<file path="config.mk">
export PLATFORM = sky130hd
export DESIGN_NAME = timer_digit_sequencer
export DESIGN_NICKNAME = d
export VERILOG_FILES = /design/src/rtl/timer_pkg.sv /design/src/rtl/sub_divider.sv /design/src/rtl/timer_digit_sequencer.sv
export SDC_FILE = /design/constraint.sdc
export NUM_CORES = 1
export LEC_CHECK = 0
export ABC_AREA = 1
export ABC_CLOCK_PERIOD_IN_PS = 1600
export CORE_MARGIN = 4
export CORE_UTILIZATION = 45
export CTS_BUF_LIST = sky130_fd_sc_hd__clkbuf_8
export CTS_CLUSTER_SIZE = 8
export DETAILED_ROUTE_END_ITERATION = 7
export PLACE_DENSITY = 0.71
export SYNTH_ARGS = -nofsm -noshare
export SYNTH_HDL_FRONTEND = slang
export SYNTH_SLANG_ARGS = --single-unit
</file>
<file path="constraint.sdc">
create_clock -name clk -period 1.6 [get_ports clk]
set_input_delay 0.24 -clock clk [delete_from_list [all_inputs] [get_ports clk]]
set_output_delay 0.24 -clock clk [all_outputs]
set_load 0.005 [all_outputs]
</file>
<file path="src/rtl/timer_pkg.sv">
`default_nettype none
// ============================================================================
// Module  : timer_pkg
// Brief   : Shared FSM encoding, run-state codes and colour constants for the
//           timer digit sequencer.
// Revision: 1.0 - initial release
// ============================================================================
package timer_pkg;

  localparam logic [2:0] S_IDLE     = 3'd0;
  localparam logic [2:0] S_LATCH    = 3'd1;
  localparam logic [2:0] S_DIV_MIN  = 3'd2;
  localparam logic [2:0] S_DIV_TENS = 3'd3;
  localparam logic [2:0] S_ISSUE    = 3'd4;
  localparam logic [2:0] S_DONE     = 3'd5;

  localparam logic [1:0] RUN_COUNTING = 2'b00;
  localparam logic [1:0] RUN_STOPPED  = 2'b01;
  localparam logic [1:0] RUN_BLANK    = 2'b10;
  localparam logic [1:0] RUN_FINISHED = 2'b11;

  localparam logic [11:0] GREEN   = 12'h0F0;
  localparam logic [11:0] RED     = 12'hF00;
  localparam logic [11:0] BLACK   = 12'h000;
  localparam logic [11:0] CYAN    = 12'h0FF;
  localparam logic [11:0] MAGENTA = 12'hF0F;
  localparam logic [11:0] YELLOW  = 12'hFF0;

  // 99:59 is the largest displayable time
  localparam int TIME_LIMIT   = 6000;
  localparam int TIME_SAT     = 5999;
  localparam int SECS_PER_MIN = 60;

  typedef logic [1:0] digit_idx_t;

  function automatic logic [11:0] next_cycle_colour(input logic [11:0] cur);
    logic [11:0] nxt;
    case (cur)
      CYAN:    nxt = MAGENTA;
      MAGENTA: nxt = YELLOW;
      default: nxt = CYAN;
    endcase
    return nxt;
  endfunction

  function automatic logic [11:0] state_colour(input logic [1:0] run_code,
                                               input logic [11:0] cycle_rgb);
    logic [11:0] col;
    case (run_code)
      RUN_COUNTING: col = GREEN;
      RUN_STOPPED:  col = RED;
      RUN_BLANK:    col = BLACK;
      default:      col = cycle_rgb;
    endcase
    return col;
  endfunction

endpackage
`default_nettype wire

</file>
<file path="src/rtl/sub_divider.sv">
`default_nettype none
// ============================================================================
// Module  : sub_divider
// Brief   : Sequential divider by a constant using one subtraction per cycle.
// Revision: 1.0 - initial release
// ============================================================================
module sub_divider #(
  parameter int WIDTH   = 8,
  parameter int DIVISOR = 10
) (
  input  logic             clk,
  input  logic             rst_n,
  input  logic             start,
  input  logic [WIDTH-1:0] dividend,
  output logic [WIDTH-1:0] quotient,
  output logic [WIDTH-1:0] remainder,
  output logic             busy,
  output logic             done
);

  localparam logic [WIDTH-1:0] c_divisor = WIDTH'(DIVISOR);

  logic             r_run;
  logic [WIDTH-1:0] r_quo;
  logic [WIDTH-1:0] r_rem;
  logic             w_below;

  assign w_below = r_rem < c_divisor;

  // done is a single-cycle pulse: the run flag drops on the following edge
  always_ff @(posedge clk or negedge rst_n) begin
    if (!rst_n) begin
      r_run <= 1'b0;
      r_quo <= '0;
      r_rem <= '0;
    end else if (start) begin
      r_run <= 1'b1;
      r_quo <= '0;
      r_rem <= dividend;
    end else if (r_run) begin
      if (w_below) begin
        r_run <= 1'b0;
      end else begin
        r_rem <= r_rem - c_divisor;
        r_quo <= r_quo + WIDTH'(1);
      end
    end
  end

  assign quotient  = r_quo;
  assign remainder = r_rem;
  assign busy      = r_run;
  assign done      = r_run & w_below;

endmodule
`default_nettype wire

</file>
<file path="src/rtl/timer_digit_sequencer.sv">
`default_nettype none
// ============================================================================
// Module  : timer_digit_sequencer
// Brief   : Converts elapsed seconds to MM:SS and issues four coloured digits
//           to a drawer over a valid/ready handshake once per frame tick.
// Revision: 1.0 - initial release
// ============================================================================
module timer_digit_sequencer #(
  parameter int TIME_W       = 16,
  parameter int COORD_W      = 9,
  parameter int RGB_W        = 12,
  parameter int X_ORIGIN     = 120,
  parameter int DIGIT_PITCH  = 100,
  parameter int Y_ORIGIN     = 160,
  parameter int BLINK_FRAMES = 30
) (
  input  logic               clk,
  input  logic               rst_n,
  input  logic               frame_tick,
  input  logic [TIME_W-1:0]  time_s,
  input  logic [1:0]         run_state,
  output logic [3:0]         num,
  output logic [COORD_W-1:0] x0,
  output logic [COORD_W-1:0] y0,
  output logic [RGB_W-1:0]   rgb_draw,
  output logic               num_valid,
  input  logic               num_ready,
  output logic               busy,
  output logic               frame_done,
  output logic               overflow
);

  import timer_pkg::*;

  localparam int c_sec_w  = 13;
  localparam int c_min_w  = 7;
  localparam int c_tsec_w = 6;
  localparam int c_cnt_w  = $clog2(BLINK_FRAMES + 1);

  logic [2:0]         r_state;
  digit_idx_t         r_k;
  logic               r_pending;
  logic               r_overflow;
  logic [11:0]        r_rgb;
  logic [11:0]        r_cycle_rgb;
  logic [c_cnt_w-1:0] r_frame_cnt;

  logic               w_sat;
  logic [c_sec_w-1:0] w_time_sat;
  logic               w_issue;
  logic [3:0]         w_digit;

  logic                w_start_min;
  logic                w_start_tens;
  logic [c_sec_w-1:0]  w_min_quo;
  logic [c_sec_w-1:0]  w_min_rem;
  logic                w_min_busy;
  logic                w_min_done;
  logic [c_min_w-1:0]  w_tm_quo;
  logic [c_min_w-1:0]  w_tm_rem;
  logic                w_tm_busy;
  logic                w_tm_done;
  logic [c_tsec_w-1:0] w_ts_quo;
  logic [c_tsec_w-1:0] w_ts_rem;
  logic                w_ts_busy;
  logic                w_ts_done;
  logic                w_tens_done;
  logic                w_unused;

  always_comb begin
    w_sat      = 32'(time_s) >= TIME_LIMIT;
    w_time_sat = w_sat ? c_sec_w'(TIME_SAT) : c_sec_w'(time_s);
  end

  assign w_start_min  = (r_state == S_LATCH);
  assign w_start_tens = (r_state == S_DIV_MIN) && w_min_done;
  assign w_tens_done  = (!w_tm_busy || w_tm_done) && (!w_ts_busy || w_ts_done);

  sub_divider #(
    .WIDTH   (c_sec_w),
    .DIVISOR (SECS_PER_MIN)
  ) u_div_min (
    .clk       (clk),
    .rst_n     (rst_n),
    .start     (w_start_min),
    .dividend  (w_time_sat),
    .quotient  (w_min_quo),
    .remainder (w_min_rem),
    .busy      (w_min_busy),
    .done      (w_min_done)
  );

  sub_divider #(
    .WIDTH   (c_min_w),
    .DIVISOR (10)
  ) u_div_mins_tens (
    .clk       (clk),
    .rst_n     (rst_n),
    .start     (w_start_tens),
    .dividend  (c_min_w'(w_min_quo)),
    .quotient  (w_tm_quo),
    .remainder (w_tm_rem),
    .busy      (w_tm_busy),
    .done      (w_tm_done)
  );

  sub_divider #(
    .WIDTH   (c_tsec_w),
    .DIVISOR (10)
  ) u_div_secs_tens (
    .clk       (clk),
    .rst_n     (rst_n),
    .start     (w_start_tens),
    .dividend  (c_tsec_w'(w_min_rem)),
    .quotient  (w_ts_quo),
    .remainder (w_ts_rem),
    .busy      (w_ts_busy),
    .done      (w_ts_done)
  );

  // Quotient/remainder widths exceed the value ranges reached after saturation
  assign w_unused = ^{w_min_quo[c_sec_w-1:c_min_w], w_min_rem[c_sec_w-1:c_tsec_w],
                      w_tm_quo[c_min_w-1:4], w_tm_rem[c_min_w-1:4],
                      w_ts_quo[c_tsec_w-1:4], w_ts_rem[c_tsec_w-1:4], w_min_busy};

  always_ff @(posedge clk or negedge rst_n) begin
    if (!rst_n) begin
      r_state    <= S_IDLE;
      r_k        <= '0;
      r_overflow <= 1'b0;
      r_rgb      <= BLACK;
    end else begin
      case (r_state)
        S_IDLE: begin
          if (frame_tick || r_pending) r_state <= S_LATCH;
        end
        S_LATCH: begin
          r_overflow <= w_sat;
          r_rgb      <= state_colour(run_state, r_cycle_rgb);
          r_k        <= '0;
          r_state    <= S_DIV_MIN;
        end
        S_DIV_MIN: begin
          if (w_min_done) r_state <= S_DIV_TENS;
        end
        S_DIV_TENS: begin
          if (w_tens_done) r_state <= S_ISSUE;
        end
        S_ISSUE: begin
          if (num_ready) begin
            if (r_k == 2'd3) r_state <= S_DONE;
            else             r_k     <= r_k + 2'd1;
          end
        end
        S_DONE: begin
          r_state <= S_IDLE;
        end
        default: begin
          r_state <= S_IDLE;
        end
      endcase
    end
  end

  // A tick arriving in LATCH is a fresh request and wins over the clear
  always_ff @(posedge clk or negedge rst_n) begin
    if (!rst_n) begin
      r_pending <= 1'b0;
    end else if (frame_tick && (r_state != S_IDLE)) begin
      r_pending <= 1'b1;
    end else if (r_state == S_LATCH) begin
      r_pending <= 1'b0;
    end
  end

  // Colour steps on the first tick after BLINK_FRAMES ticks of the current one
  always_ff @(posedge clk or negedge rst_n) begin
    if (!rst_n) begin
      r_cycle_rgb <= CYAN;
      r_frame_cnt <= '0;
    end else if (run_state != RUN_FINISHED) begin
      r_cycle_rgb <= CYAN;
      r_frame_cnt <= '0;
    end else if (frame_tick) begin
      if (r_frame_cnt == c_cnt_w'(BLINK_FRAMES)) begin
        r_cycle_rgb <= next_cycle_colour(r_cycle_rgb);
        r_frame_cnt <= c_cnt_w'(1);
      end else begin
        r_frame_cnt <= r_frame_cnt + c_cnt_w'(1);
      end
    end
  end

  always_comb begin
    case (r_k)
      2'd0:    w_digit = w_tm_quo[3:0];
      2'd1:    w_digit = w_tm_rem[3:0];
      2'd2:    w_digit = w_ts_quo[3:0];
      default: w_digit = w_ts_rem[3:0];
    endcase
  end

  assign w_issue    = (r_state == S_ISSUE);
  assign num_valid  = w_issue;
  assign num        = w_issue ? w_digit : 4'd0;
  assign x0         = w_issue ? COORD_W'(X_ORIGIN + DIGIT_PITCH * int'(r_k)) : '0;
  assign y0         = w_issue ? COORD_W'(Y_ORIGIN) : '0;
  assign rgb_draw   = w_issue ? RGB_W'(r_rgb) : '0;
  assign busy       = (r_state != S_IDLE);
  assign frame_done = (r_state == S_DONE);
  assign overflow   = r_overflow;

endmodule
`default_nettype wire

</file>
==> results.env <==
OUTCOME='complete, but fails checks'
VIOLATIONS='negative setup slack'
SYNTH_TOP_AREA_CELL='sky130_fd_sc_hd__dfrtp_1'
TYPE_OF_DESTINATION_OF_THE_CRITICAL_PATH='output port'
PATH_CLASS='reg2out'
IO_BUFFER_COUNT=50
PLACE_CONGESTION=0.842
P_LEAK_nW=2.88
ROUTED-WL-MET3_UM=607
GRT_OVERFLOW=0
CRITICAL_PATH.SLOWEST_CELL='sky130_fd_sc_hd__dfrtp_1'
SETUP_VIOLATIONS=40
FINAL.PERIOD_UTILIZATION_PCT=115
DRC=0
NETLIST_TOP_CELLS_AREA='sky130_fd_sc_hd__dfrtp_1 (39%), sky130_fd_sc_hd__nand2_1 (11%), sky130_fd_sc_hd__nand3_1 (6.7%)'
DR_TOTAL_VIAS=3839
GRT_FIRST_PASS_WIRELENGTH_UM=16900
VIAS_PER_CELL=5.28
POSTSYNTHREGISTERBITS=62
ANT_NETS_AFTER_ROUTE=0
SYNTH.TOP_CELL.AREA_SHARE_PCT=38.9
TIMING_MAX_TRANSITION_VIOLATIONS_FINAL=0
CRITICAL_PATH.TOP_DELAY_FAMILY='compound AO/OA/AOI/OAI gates'
CORE_AREA_UM2=8300
CLK_ROOT_BUFFER_CELL='sky130_fd_sc_hd__clkbuf_8'
REPORT.FINAL.HOLD_VIOL_COUNT=0
DP.CELLS=680
NETLIST_AREA_PRE_PLACE_UM2=3860
FRACTION_OF_LAYOUT_CELLS_WITH_A_SIZE_SUFFIX_ABOVE_1_PCT=39.7
HTREE_NUM_LEVELS=3
CLOCK_LATENCY_PS=340
SYNTH.DISTINCT_CELLS=43
DETAIL_ROUTE.ITER0.VIOLATIONS=185
TOPROUTINGLAYERUSED='met4'
HP-CLASS='in2async'
CHIPHEIGHT_UM=101
SYNTHTOLAYOUTAREAGROWTH_PCT=50.3
IOPINCOUNT=60
SYNTH_ASYNC_SR_FLOP_SHARE_PCT=100
SYNTHESIS.INSTANCES=503
MOST-COMMON-LAYOUT-CELLS='sky130_fd_sc_hd__nand2_1 (90), sky130_fd_sc_hd__dfrtp_1 (58), sky130_fd_sc_hd__inv_1 (52), sky130_fd_sc_hd__buf_4 (41), sky130_fd_sc_hd__nor2_1 (30)'
SEQUENTIAL_TO_TOTAL_AREA_SHARE_FROM_YOSYS_STAT_PCT=40.2
WL_MET1_UM=4670
CP.BUFFERS_INVERTERS=2
CLK_PIN_SLEW_PS=70
YS_DOMINANT_REG_CELL='sky130_fd_sc_hd__dfrtp_1'
FP-ROW-COUNT=33
STARTING_DENSITY_OF_THE_CORE_PCT=46.5
SYNTH-EDFF-COUNT=0
ARRIVAL_PS=1600
POWER_DENSITY_nW_PER_UM2=1200
FINALCOREUTILIZATION_PCT=69.9
ANTENNA_FOUND_INITIAL=0
MAXIMUM_NUMBER_OF_PINS_ON_ONE_NET_BEFORE_GLOBAL_ROUTE_REPAIR=24
RSZ0062_AT_GRT='true'
DETAIL_ROUTE.WL_PER_CELL_UM=16.3
REQUIRED_PS=1360
CTS_TREE='built'
CRIT_PATH_MAX_FANOUT=4
MET2_WIRELENGTH_UM=6320
CRITICAL_PATH.CELL_CHAIN='buf_6 -> ha_4 -> a22o_1 -> a21oi_2 -> o22ai_2 -> buf_2'
TOTAL_CLOCK_SINKS=62
WL_UM=11900
AVGSYNTHCELLAREA_UM2=7.68
GRT_UTIL_ALL_LAYERS_PCT=20.8
FLOORPLAN.DIE_AREA_UM2=10100
SYNTH-WARNING-COUNT=0
FIRST_GLOBAL_VIAS=3726
FINALHOLDWORSTSLACK_PS=399
POST-PLACE-WS_PS=-270
CRITICAL-PATH-MAX-STAGE-DELAY_PS=420
POWER.IR.VDD_WORST_mV=0.680
MAX-CAP-VIOLATIONS=0
PLACE.DETAILED.HPWL_UM=7040
FINALWORSTPATHREQUIREDPERIOD_PS=1840
CP-START-KIND='flip-flop'
FINAL_NETS=653
DETAIL_ROUTE.FIRST_PASS.ITERATIONS=5
POSTLAYOUTSETUPSLACKWORST_PS=-245
MOST_COMMON_CELL_AFTER_LAYOUT_FILL_AND_TAPS_ASIDE='sky130_fd_sc_hd__nand2_1'
FIN_WORST_SKEW_PS=13.5
FINISH.CELL_COUNT_WITHOUT_FILLERS=727
FMAX_MHz=542
DIODE_COUNT=0
MAXIMUM_CLOCK_PATH_BUFFER_COUNT=2
FP.DIEW_UM=101
NUMBER_OF_BUFFERS_CREATED_BY_CTS=9
[stage by stage]
step                total power (W)  TNS (ps)  cell area, µm²
floorplan                   0.00347         0            3890
CTS                         0.00632     -2720            5220
detailed placement          0.00441     -6350            4660
global placement            0.00433     -4450            4660
global route                0.00733     -7330            5800
finish                      0.00695     -3620            5800
[final timing paths]
check | start | to | cells past startpoint | slack (ps)
setup / recovery | r_k[0] | num[3] | 6 | -240
min in group clk | r_pending | r_pending | 1 | 500
max in group asynchronous | rst_n | r_cycle_rgb[7] | 3 | 630
setup reg to reg | u_div_mins_tens.remainder[1] | u_div_mins_tens.quotient[1] | 12 | -70
hold reg to reg | r_pending | r_pending | 1 | 500
hold / removal | rst_n | u_div_secs_tens.remainder[4] | 2 | 400
[state kept, by name, summed over array words and instances (netlist names), 3 cells and up]
| name | cells |
|---|---|
| u_div_min.quotient | 7 |
| r_state | 3 |
| u_div_mins_tens.quotient | 4 |
| r_cycle_rgb | 3 |
| u_div_min.remainder | 13 |
| u_div_mins_tens.remainder | 7 |
| u_div_secs_tens.remainder | 6 |
| r_frame_cnt | 5 |
| u_div_secs_tens.quotient | 4 |
| r_rgb | 3 |
[layer usage]
metal  vias up  GRT usage (%)
li1       1824              -
met1      1868           25.3
met2       119           36.9
met3        28           4.78
met4         0           5.39
met5         -              0
[report_power, final]
group | internal (W) | switching (W) | leakage, nW
clock network | 0.000904 | 0.000613 | 0.119
registers | 0.00189 | 0.000341 | 0.787
logic | 0.00153 | 0.00167 | 1.97
[cell usage after synthesis (all sizes together), types with 3 or more instances]
cell	count
a21oi	14
a22o	4
buf	32
dfrtp	60
ha	14
inv	66
nand2	120
nand3	52
nand4	8
nor2	45
nor3	4
o21ai	34
o22ai	9
or2	5
xnor2	3
xor2	14
[final cells by class]
| class | count | area, µm² |
|---|---|---|
| Timing Repair inverter | 1 | 7.51 |
| Clock buffer | 10 | 138 |
| Sequential cell | 62 | 1560 |
| Multi-Input combinational cell | 348 | 2400 |
| Tap cell | 105 | 131 |
| Fill cell | 578 | 2500 |
| Clock inverter | 6 | 77.6 |
| Inverter | 68 | 287 |
| Timing Repair Buffer | 127 | 1200 |
[cell families (layout without fill, tap and decap cells)]
family	after synthesis	after routing	synth area share [%]
compound gates	69	69	10.6
simple gates	239	239	27.7
buf+inv	101	212	13.0
other cells	1	9	0.0971
fa+ha+maj	14	14	4.54
xor+xnor	17	17	3.86
flops	62	62	40.2
[repair_timing]
action,4_1_cts,5_1_grt
hold endpoints to repair,16,0
setup endpoints to repair,68,75
setup buffers,16,11
resized for setup,177,125
hold buffers,1,0
cloned,4,2
pin swaps,15,36
Power figures use the tool's default switching activity.
